[src/rtl/spi_slave_bit_sequencer_if.sv]
// ---------------------------------------------------------------------------
// spi_slave_bit_sequencer_if
// Groups the frame-control inputs and the sequencing outputs of the SPI slave
// bit sequencer into one bundle.
//   csN_i        chip select, low = frame active
//   bitStrobe_i  one-cycle pulse per sampled SPI bit
//   frameLen_i   bits per word (sampled at frame start)
//   burstEn_i    1 = many words per frame, 0 = one word (sampled at frame start)
//   bitIdx_o     index of next expected bit
//   lastBit_o    next strobe completes the word
//   wordDone_o   one-cycle pulse, word completed
//   wordCount_o  words completed in current/last frame (saturating)
//   abort_o      one-cycle pulse, frame ended mid-word
//   busy_o       sequencer is in ACTIVE
// Modport master drives the frame inputs, modport slave is the sequencer.
// ---------------------------------------------------------------------------
interface spi_slave_bit_sequencer_if #(
  parameter int MAX_BITS = 16,
  parameter int WCW      = 8
);
  localparam int CW = $clog2(MAX_BITS + 1);

  logic           csN_i;
  logic           bitStrobe_i;
  logic [CW-1:0]  frameLen_i;
  logic           burstEn_i;
  logic [CW-1:0]  bitIdx_o;
  logic           lastBit_o;
  logic           wordDone_o;
  logic [WCW-1:0] wordCount_o;
  logic           abort_o;
  logic           busy_o;

  modport master (
    output csN_i, bitStrobe_i, frameLen_i, burstEn_i,
    input  bitIdx_o, lastBit_o, wordDone_o, wordCount_o, abort_o, busy_o
  );

  modport slave (
    input  csN_i, bitStrobe_i, frameLen_i, burstEn_i,
    output bitIdx_o, lastBit_o, wordDone_o, wordCount_o, abort_o, busy_o
  );
endinterface

[src/rtl/spi_slave_bit_sequencer.sv]
// ---------------------------------------------------------------------------
// spi_slave_bit_sequencer
// Counts sampled SPI bits into words of a per-frame length, reports word
// completion, counts words per frame (saturating) and flags frames that end
// mid-word.
//   clk_c     single clock, all state changes on its rising edge
//   reset_rn  asynchronous active-low reset
//   bus       spi_slave_bit_sequencer_if.slave (frame inputs / status outputs)
// ---------------------------------------------------------------------------
module spi_slave_bit_sequencer #(
  parameter int MAX_BITS = 16,
  parameter int WCW      = 8
) (
  input logic                     clk_c,
  input logic                     reset_rn,
  spi_slave_bit_sequencer_if.slave bus
);
  localparam int CW = $clog2(MAX_BITS + 1);
  localparam logic [CW-1:0]  MAX_LEN = CW'(MAX_BITS);
  localparam logic [WCW-1:0] WC_MAX  = '1;

  typedef enum logic [1:0] {IDLE, ACTIVE, HOLD} state_t;

  state_t         state_q, state_d;
  logic [CW-1:0]  len_q, len_d;
  logic [CW-1:0]  bit_idx_q, bit_idx_d;
  logic           burst_q, burst_d;
  logic [WCW-1:0] word_cnt_q, word_cnt_d;
  logic           word_done_q, word_done_d;
  logic           abort_q, abort_d;
  logic [CW-1:0]  last_idx;

  assign last_idx = len_q - CW'(1);

  always_comb begin
    state_d     = state_q;
    len_d       = len_q;
    bit_idx_d   = bit_idx_q;
    burst_d     = burst_q;
    word_cnt_d  = word_cnt_q;
    word_done_d = 1'b0;
    abort_d     = 1'b0;
    case (state_q)
      IDLE: begin
        // Frame start; a strobe arriving in this same cycle is not counted.
        if (!bus.csN_i) begin
          state_d    = ACTIVE;
          len_d      = (bus.frameLen_i == '0 || bus.frameLen_i > MAX_LEN)
                       ? MAX_LEN : bus.frameLen_i;
          burst_d    = bus.burstEn_i;
          bit_idx_d  = '0;
          word_cnt_d = '0;
        end
      end
      ACTIVE: begin
        // Chip-select release wins over a coincident strobe.
        if (bus.csN_i) begin
          state_d   = IDLE;
          abort_d   = (bit_idx_q != '0);
          bit_idx_d = '0;
        end else if (bus.bitStrobe_i) begin
          if (bit_idx_q == last_idx) begin
            bit_idx_d   = '0;
            word_done_d = 1'b1;
            if (word_cnt_q != WC_MAX) word_cnt_d = word_cnt_q + WCW'(1);
            if (!burst_q) state_d = HOLD;
          end else begin
            bit_idx_d = bit_idx_q + CW'(1);
          end
        end
      end
      HOLD: begin
        bit_idx_d = '0;
        if (bus.csN_i) state_d = IDLE;
      end
      default: state_d = IDLE;
    endcase
  end

  always_ff @(posedge clk_c or negedge reset_rn) begin
    if (!reset_rn) begin
      state_q     <= IDLE;
      len_q       <= MAX_LEN;
      bit_idx_q   <= '0;
      burst_q     <= 1'b0;
      word_cnt_q  <= '0;
      word_done_q <= 1'b0;
      abort_q     <= 1'b0;
    end else begin
      state_q     <= state_d;
      len_q       <= len_d;
      bit_idx_q   <= bit_idx_d;
      burst_q     <= burst_d;
      word_cnt_q  <= word_cnt_d;
      word_done_q <= word_done_d;
      abort_q     <= abort_d;
    end
  end

  assign bus.bitIdx_o    = bit_idx_q;
  assign bus.wordCount_o = word_cnt_q;
  assign bus.wordDone_o  = word_done_q;
  assign bus.abort_o     = abort_q;
  assign bus.busy_o      = (state_q == ACTIVE);
  assign bus.lastBit_o   = (state_q == ACTIVE) && (bit_idx_q == last_idx);
endmodule

[src/flat_wrapper.sv]
// flat-port wrapper written by rule: the top's interface ports become plain ports
module spi_slave_bit_sequencer_flat 
#(
  parameter int MAX_BITS = 16,
  parameter int WCW      = 8
)
  (clk_c, reset_rn, bus_csN_i, bus_bitStrobe_i, bus_frameLen_i, bus_burstEn_i, bus_bitIdx_o, bus_lastBit_o, bus_wordDone_o, bus_wordCount_o, bus_abort_o, bus_busy_o);
  spi_slave_bit_sequencer_if #(.MAX_BITS(MAX_BITS), .WCW(WCW)) bus_i ();
  input logic clk_c;
  input logic reset_rn;
  input wire logic [$bits(bus_i.csN_i)-1:0] bus_csN_i;
  input wire logic [$bits(bus_i.bitStrobe_i)-1:0] bus_bitStrobe_i;
  input wire logic [$bits(bus_i.frameLen_i)-1:0] bus_frameLen_i;
  input wire logic [$bits(bus_i.burstEn_i)-1:0] bus_burstEn_i;
  output wire logic [$bits(bus_i.bitIdx_o)-1:0] bus_bitIdx_o;
  output wire logic [$bits(bus_i.lastBit_o)-1:0] bus_lastBit_o;
  output wire logic [$bits(bus_i.wordDone_o)-1:0] bus_wordDone_o;
  output wire logic [$bits(bus_i.wordCount_o)-1:0] bus_wordCount_o;
  output wire logic [$bits(bus_i.abort_o)-1:0] bus_abort_o;
  output wire logic [$bits(bus_i.busy_o)-1:0] bus_busy_o;
  assign bus_i.csN_i = bus_csN_i;
  assign bus_i.bitStrobe_i = bus_bitStrobe_i;
  assign bus_i.frameLen_i = bus_frameLen_i;
  assign bus_i.burstEn_i = bus_burstEn_i;
  assign bus_bitIdx_o = bus_i.bitIdx_o;
  assign bus_lastBit_o = bus_i.lastBit_o;
  assign bus_wordDone_o = bus_i.wordDone_o;
  assign bus_wordCount_o = bus_i.wordCount_o;
  assign bus_abort_o = bus_i.abort_o;
  assign bus_busy_o = bus_i.busy_o;
  spi_slave_bit_sequencer #(.MAX_BITS(MAX_BITS), .WCW(WCW)) u_core (.clk_c(clk_c), .reset_rn(reset_rn), .bus(bus_i));
endmodule
[config.mk]
export PLATFORM = sky130hd
export DESIGN_NAME = spi_slave_bit_sequencer_flat
export DESIGN_NICKNAME = d
export VERILOG_FILES = /design/src/rtl/spi_slave_bit_sequencer_if.sv /design/src/rtl/spi_slave_bit_sequencer.sv /design/src/flat_wrapper.sv
export SDC_FILE = /design/constraint.sdc
export NUM_CORES = 1
export LEC_CHECK = 0
export ABC_CLOCK_PERIOD_IN_PS = 2500
export BUFFER_PORTS_ARGS = -buffer_cell sky130_fd_sc_hd__buf_4
export CELL_PAD_IN_SITES_DETAIL_PLACEMENT = 1
export CELL_PAD_IN_SITES_GLOBAL_PLACEMENT = 2
export CORE_ASPECT_RATIO = 1.25
export CORE_UTILIZATION = 33
export DETAILED_ROUTE_END_ITERATION = 12
export HOLD_SLACK_MARGIN = 0.02
export PLACE_DENSITY_LB_ADDON = 0.1
export SYNTH_ARGS = -nofsm -noshare
export SYNTH_HDL_FRONTEND = slang
export SYNTH_SLANG_ARGS = --single-unit
[constraint.sdc]
create_clock -name clk_c -period 2.5 [get_ports clk_c]
set_input_delay 0 -clock clk_c [delete_from_list [all_inputs] [get_ports clk_c]]
set_output_delay 0 -clock clk_c [all_outputs]
set_load 0.02 [all_outputs]
==> results.tsv <==
stage	metric	value	unit
power_and_ir_drop	ir_drop	0.294	mV
finish	final_cell_mix	buf_4, dfrtp_1, nand2_1, nor2_1, nand3_1	
yosys	post_synth_num_cell_types	48	
yosys	async_flop_share	1.00	
placement	gp_congestion	0.788	
timing	slew_headroom	0.574	
clock_network	h-tree-depth	1	
timing	finClkSkew	0.0126	ns
drt	dr.first_iter.drc_count	45	
drt	wl	3990	um
grt	grt_usage	0.204	
floorplan	fp.dieH	74.9	um
critical_path	end_kind	register	
floorplan	dieWidth	60.3	um
finish	fill_cells	491	
clock_network	cts_root_buffer	clkbuf_8	
clock_network	post_cts_buffers	0	
timing	worst_pin_slew	0.633	ns
finish	layout_commonest_cell	buf_4	
clock_network	clk_path_buf_depth	2	
grt	grt_antenna_before_repair	0	
worst_hold_path	hold_class	in2reg	
yosys	avgSynthCellArea	9.16	um^2
yosys	yosysSeqAreaShare	0.412	
yosys	synth_top_area_share	0.393	
yosys	synth-seq-cells	23	
timing	setup-violations-final	0	
drt	drt_pass1_iterations	4	
timing	hold_violations	0	
finish	drive_gt1_frac	0.202	
floorplan	num_io_pins	27	
yosys	netlist_area	0.00140	mm^2
floorplan	die-area	0.00451	mm^2
grt	grt_start_max_net_pins	24	
placement	hpwl	2900	um
finish	syn_to_final_growth	26.4	%
floorplan	rows	26	
timing	fin_crit	2.39	ns
timing	drv_slew	0	
finish	utilization	0.436	
yosys	ys.flop_type	dfrtp_1	
grt	grt_pass1_wl	6780	um
power_and_ir_drop	p_leak	0.798	nW
timing	min_period_over_period	0.955	
yosys	synth_top_area_cell	dfrtp_1	
clock_network	numCtsBuffers	3	
drt	avgRoutedWirePerCell	16.4	um
clock_network	clk_latency	0.27	ns
drt	dr_total_vias	1344	
critical_path	worst-setup-path-type	reg2reg	
critical_path	critical_path.startpoint_type	register	
drt	route.detailed.drc	0	
critical_path	required	2.67	ns
run	cap_violations	0	
clock_network	cts.reportedPaths.clkPinSlew	0.10	ns
power_and_ir_drop	power_density	604	mW/mm^2
yosys	syn-instance-count	153	
finish	diodes	0	
drt	antenna_left	0	
clock_network	clkSinkCount	23	
grt	grt_overflow_total	0	
floorplan	coreArea	0.00407	mm^2
yosys	ys.warnings.count	0	
floorplan	initial_core_util	0.345	
grt	grt_pass1_vias	1398	
clock_network	cts_tree	yes	
timing	finalSetupTns	0	ns
yosys	synth.area.top_cells	dfrtp_1, nand2_1, ha_1, nand3_1, nor3_1	
placement	port_buffers	26	
placement	place_ws	0.109	ns
status	outcome	finished, final reports clean	
power_and_ir_drop	power	1.07	mW
critical_path	path_max_fanout	10	
yosys	synthesis.nets	168	
finish	layout.nets	204	
critical_path	cp_data_arrival_time	2.56	ns
timing	rsz0062_at_grt	false	
timing	max_freq	419	MHz
drt	vias_per_cell	5.51	
timing	fin_ws	0.113	ns
yosys	synth_edf_count	0	
## repair_timing
action | in CTS | in global routing
resized for setup | 0 | 1
endpoints found under the setup margin | 0 | 1
hold buffers | 7 | 0
hold endpoints to repair | 31 | 0
## sequential cells by signal, summed over array words and instances (netlist names)
register                count
u_core.len_q                5
u_core.burst_q              1
u_core.bus.wordCount_o      8
u_core.state_q              2
u_core.bus.bitIdx_o         5
u_core.bus.abort_o          1
u_core.bus.wordDone_o       1
## worst paths after layout
path | startpoint | endpoint | slack, ns | cells past startpoint
max | u_core.len_q[0]$_DFFE_PN0P_ | u_core.bus.wordCount_o[2]$_DFFE_PN0P_ | 0.11 | 7
min | bus_bitStrobe_i | u_core.bus.wordDone_o$_DFF_PN0_ | 0.05 | 3
max reg2reg | u_core.len_q[0]$_DFFE_PN0P_ | u_core.bus.wordCount_o[2]$_DFFE_PN0P_ | 0.11 | 7
min reg2reg | u_core.burst_q$_DFFE_PN0P_ | u_core.burst_q$_DFFE_PN0P_ | 0.51 | 2
max in group asynchronous | reset_rn | u_core.len_q[4]$_DFFE_PN1P_ | 2.03 | 2
min in group asynchronous | reset_rn | u_core.bus.bitIdx_o[2]$_DFFE_PN0P_ | 0.17 | 2
## cells in the mapped netlist, types with 3 or more instances
| cell | number |
|---|---|
| a22o_1 | 5 |
| dfrtp_1 | 22 |
| ha_1 | 5 |
| inv_1 | 8 |
| nand2_1 | 19 |
| nand3_1 | 11 |
| nand3b_1 | 4 |
| nor2_1 | 11 |
| nor3_1 | 10 |
| o211ai_1 | 3 |
| o21ai_0 | 6 |
| xnor2_1 | 3 |
## final cells by class
type                    count  area, um^2  area share
clock buffers               3        41.3      0.0233
clock inverters             1        7.51     0.00424
inverters                   9        33.8      0.0191
multi-input cells         117         762       0.430
flip-flops and latches     23         577       0.326
well taps                  56        70.1      0.0395
repair buffers             35         280       0.158
## metrics by stage
stage / area (um^2) / hold WS, ns / cells
floorplan: 1400 / -0.296 / 153
global placement: 1650 / -0.0815 / 233
global route: 1770 / 0.0316 / 244
detailed placement: 1650 / -0.0788 / 233
CTS: 1770 / 0.0396 / 244
finish: 1770 / 0.0451 / 244
## per-layer routing
metal | GRT usage | part of all wire | vias up
met3 | 0.0275 | 0.025 | 4
li1 | - | - | 638
met2 | 0.381 | 0.55 | 28
met5 | 0 | 0 | -
met1 | 0.235 | 0.41 | 674
met4 | 0.0646 | 0.013 | 0
## worst max-delay path, stage by stage (launching register included)
cell and delay [ns]:
dfrtp_1 0.39, inv_1 0.07, ha_1 0.23, nor2b_1 0.14, or3_4 0.38, a311o_1 0.52, a221o_1 0.38, a31o_1 0.18
## report_power, final
group | switching [mW] | leakage [nW] | internal (mW)
Sequential | 0.0713 | 0.299 | 0.421
Combinational | 0.184 | 0.477 | 0.146
Clock | 0.134 | 0.0217 | 0.113
Total | 0.389 | 0.798 | 0.680
## kinds of logic after synthesis
logic type / count (synthesis) / share of synthesized area
and+or+nand+nor: 72 / 0.275
AOI/OAI and AO/OA: 34 / 0.185
DFF: 23 / 0.412
buffers and inverters: 13 / 0.0455
xor gates and xnor gates: 5 / 0.0313
adders and majority gates: 5 / 0.0446
muxes: 1 / 0.00714
No activity file was read; power rests on OpenSTA's default activity.
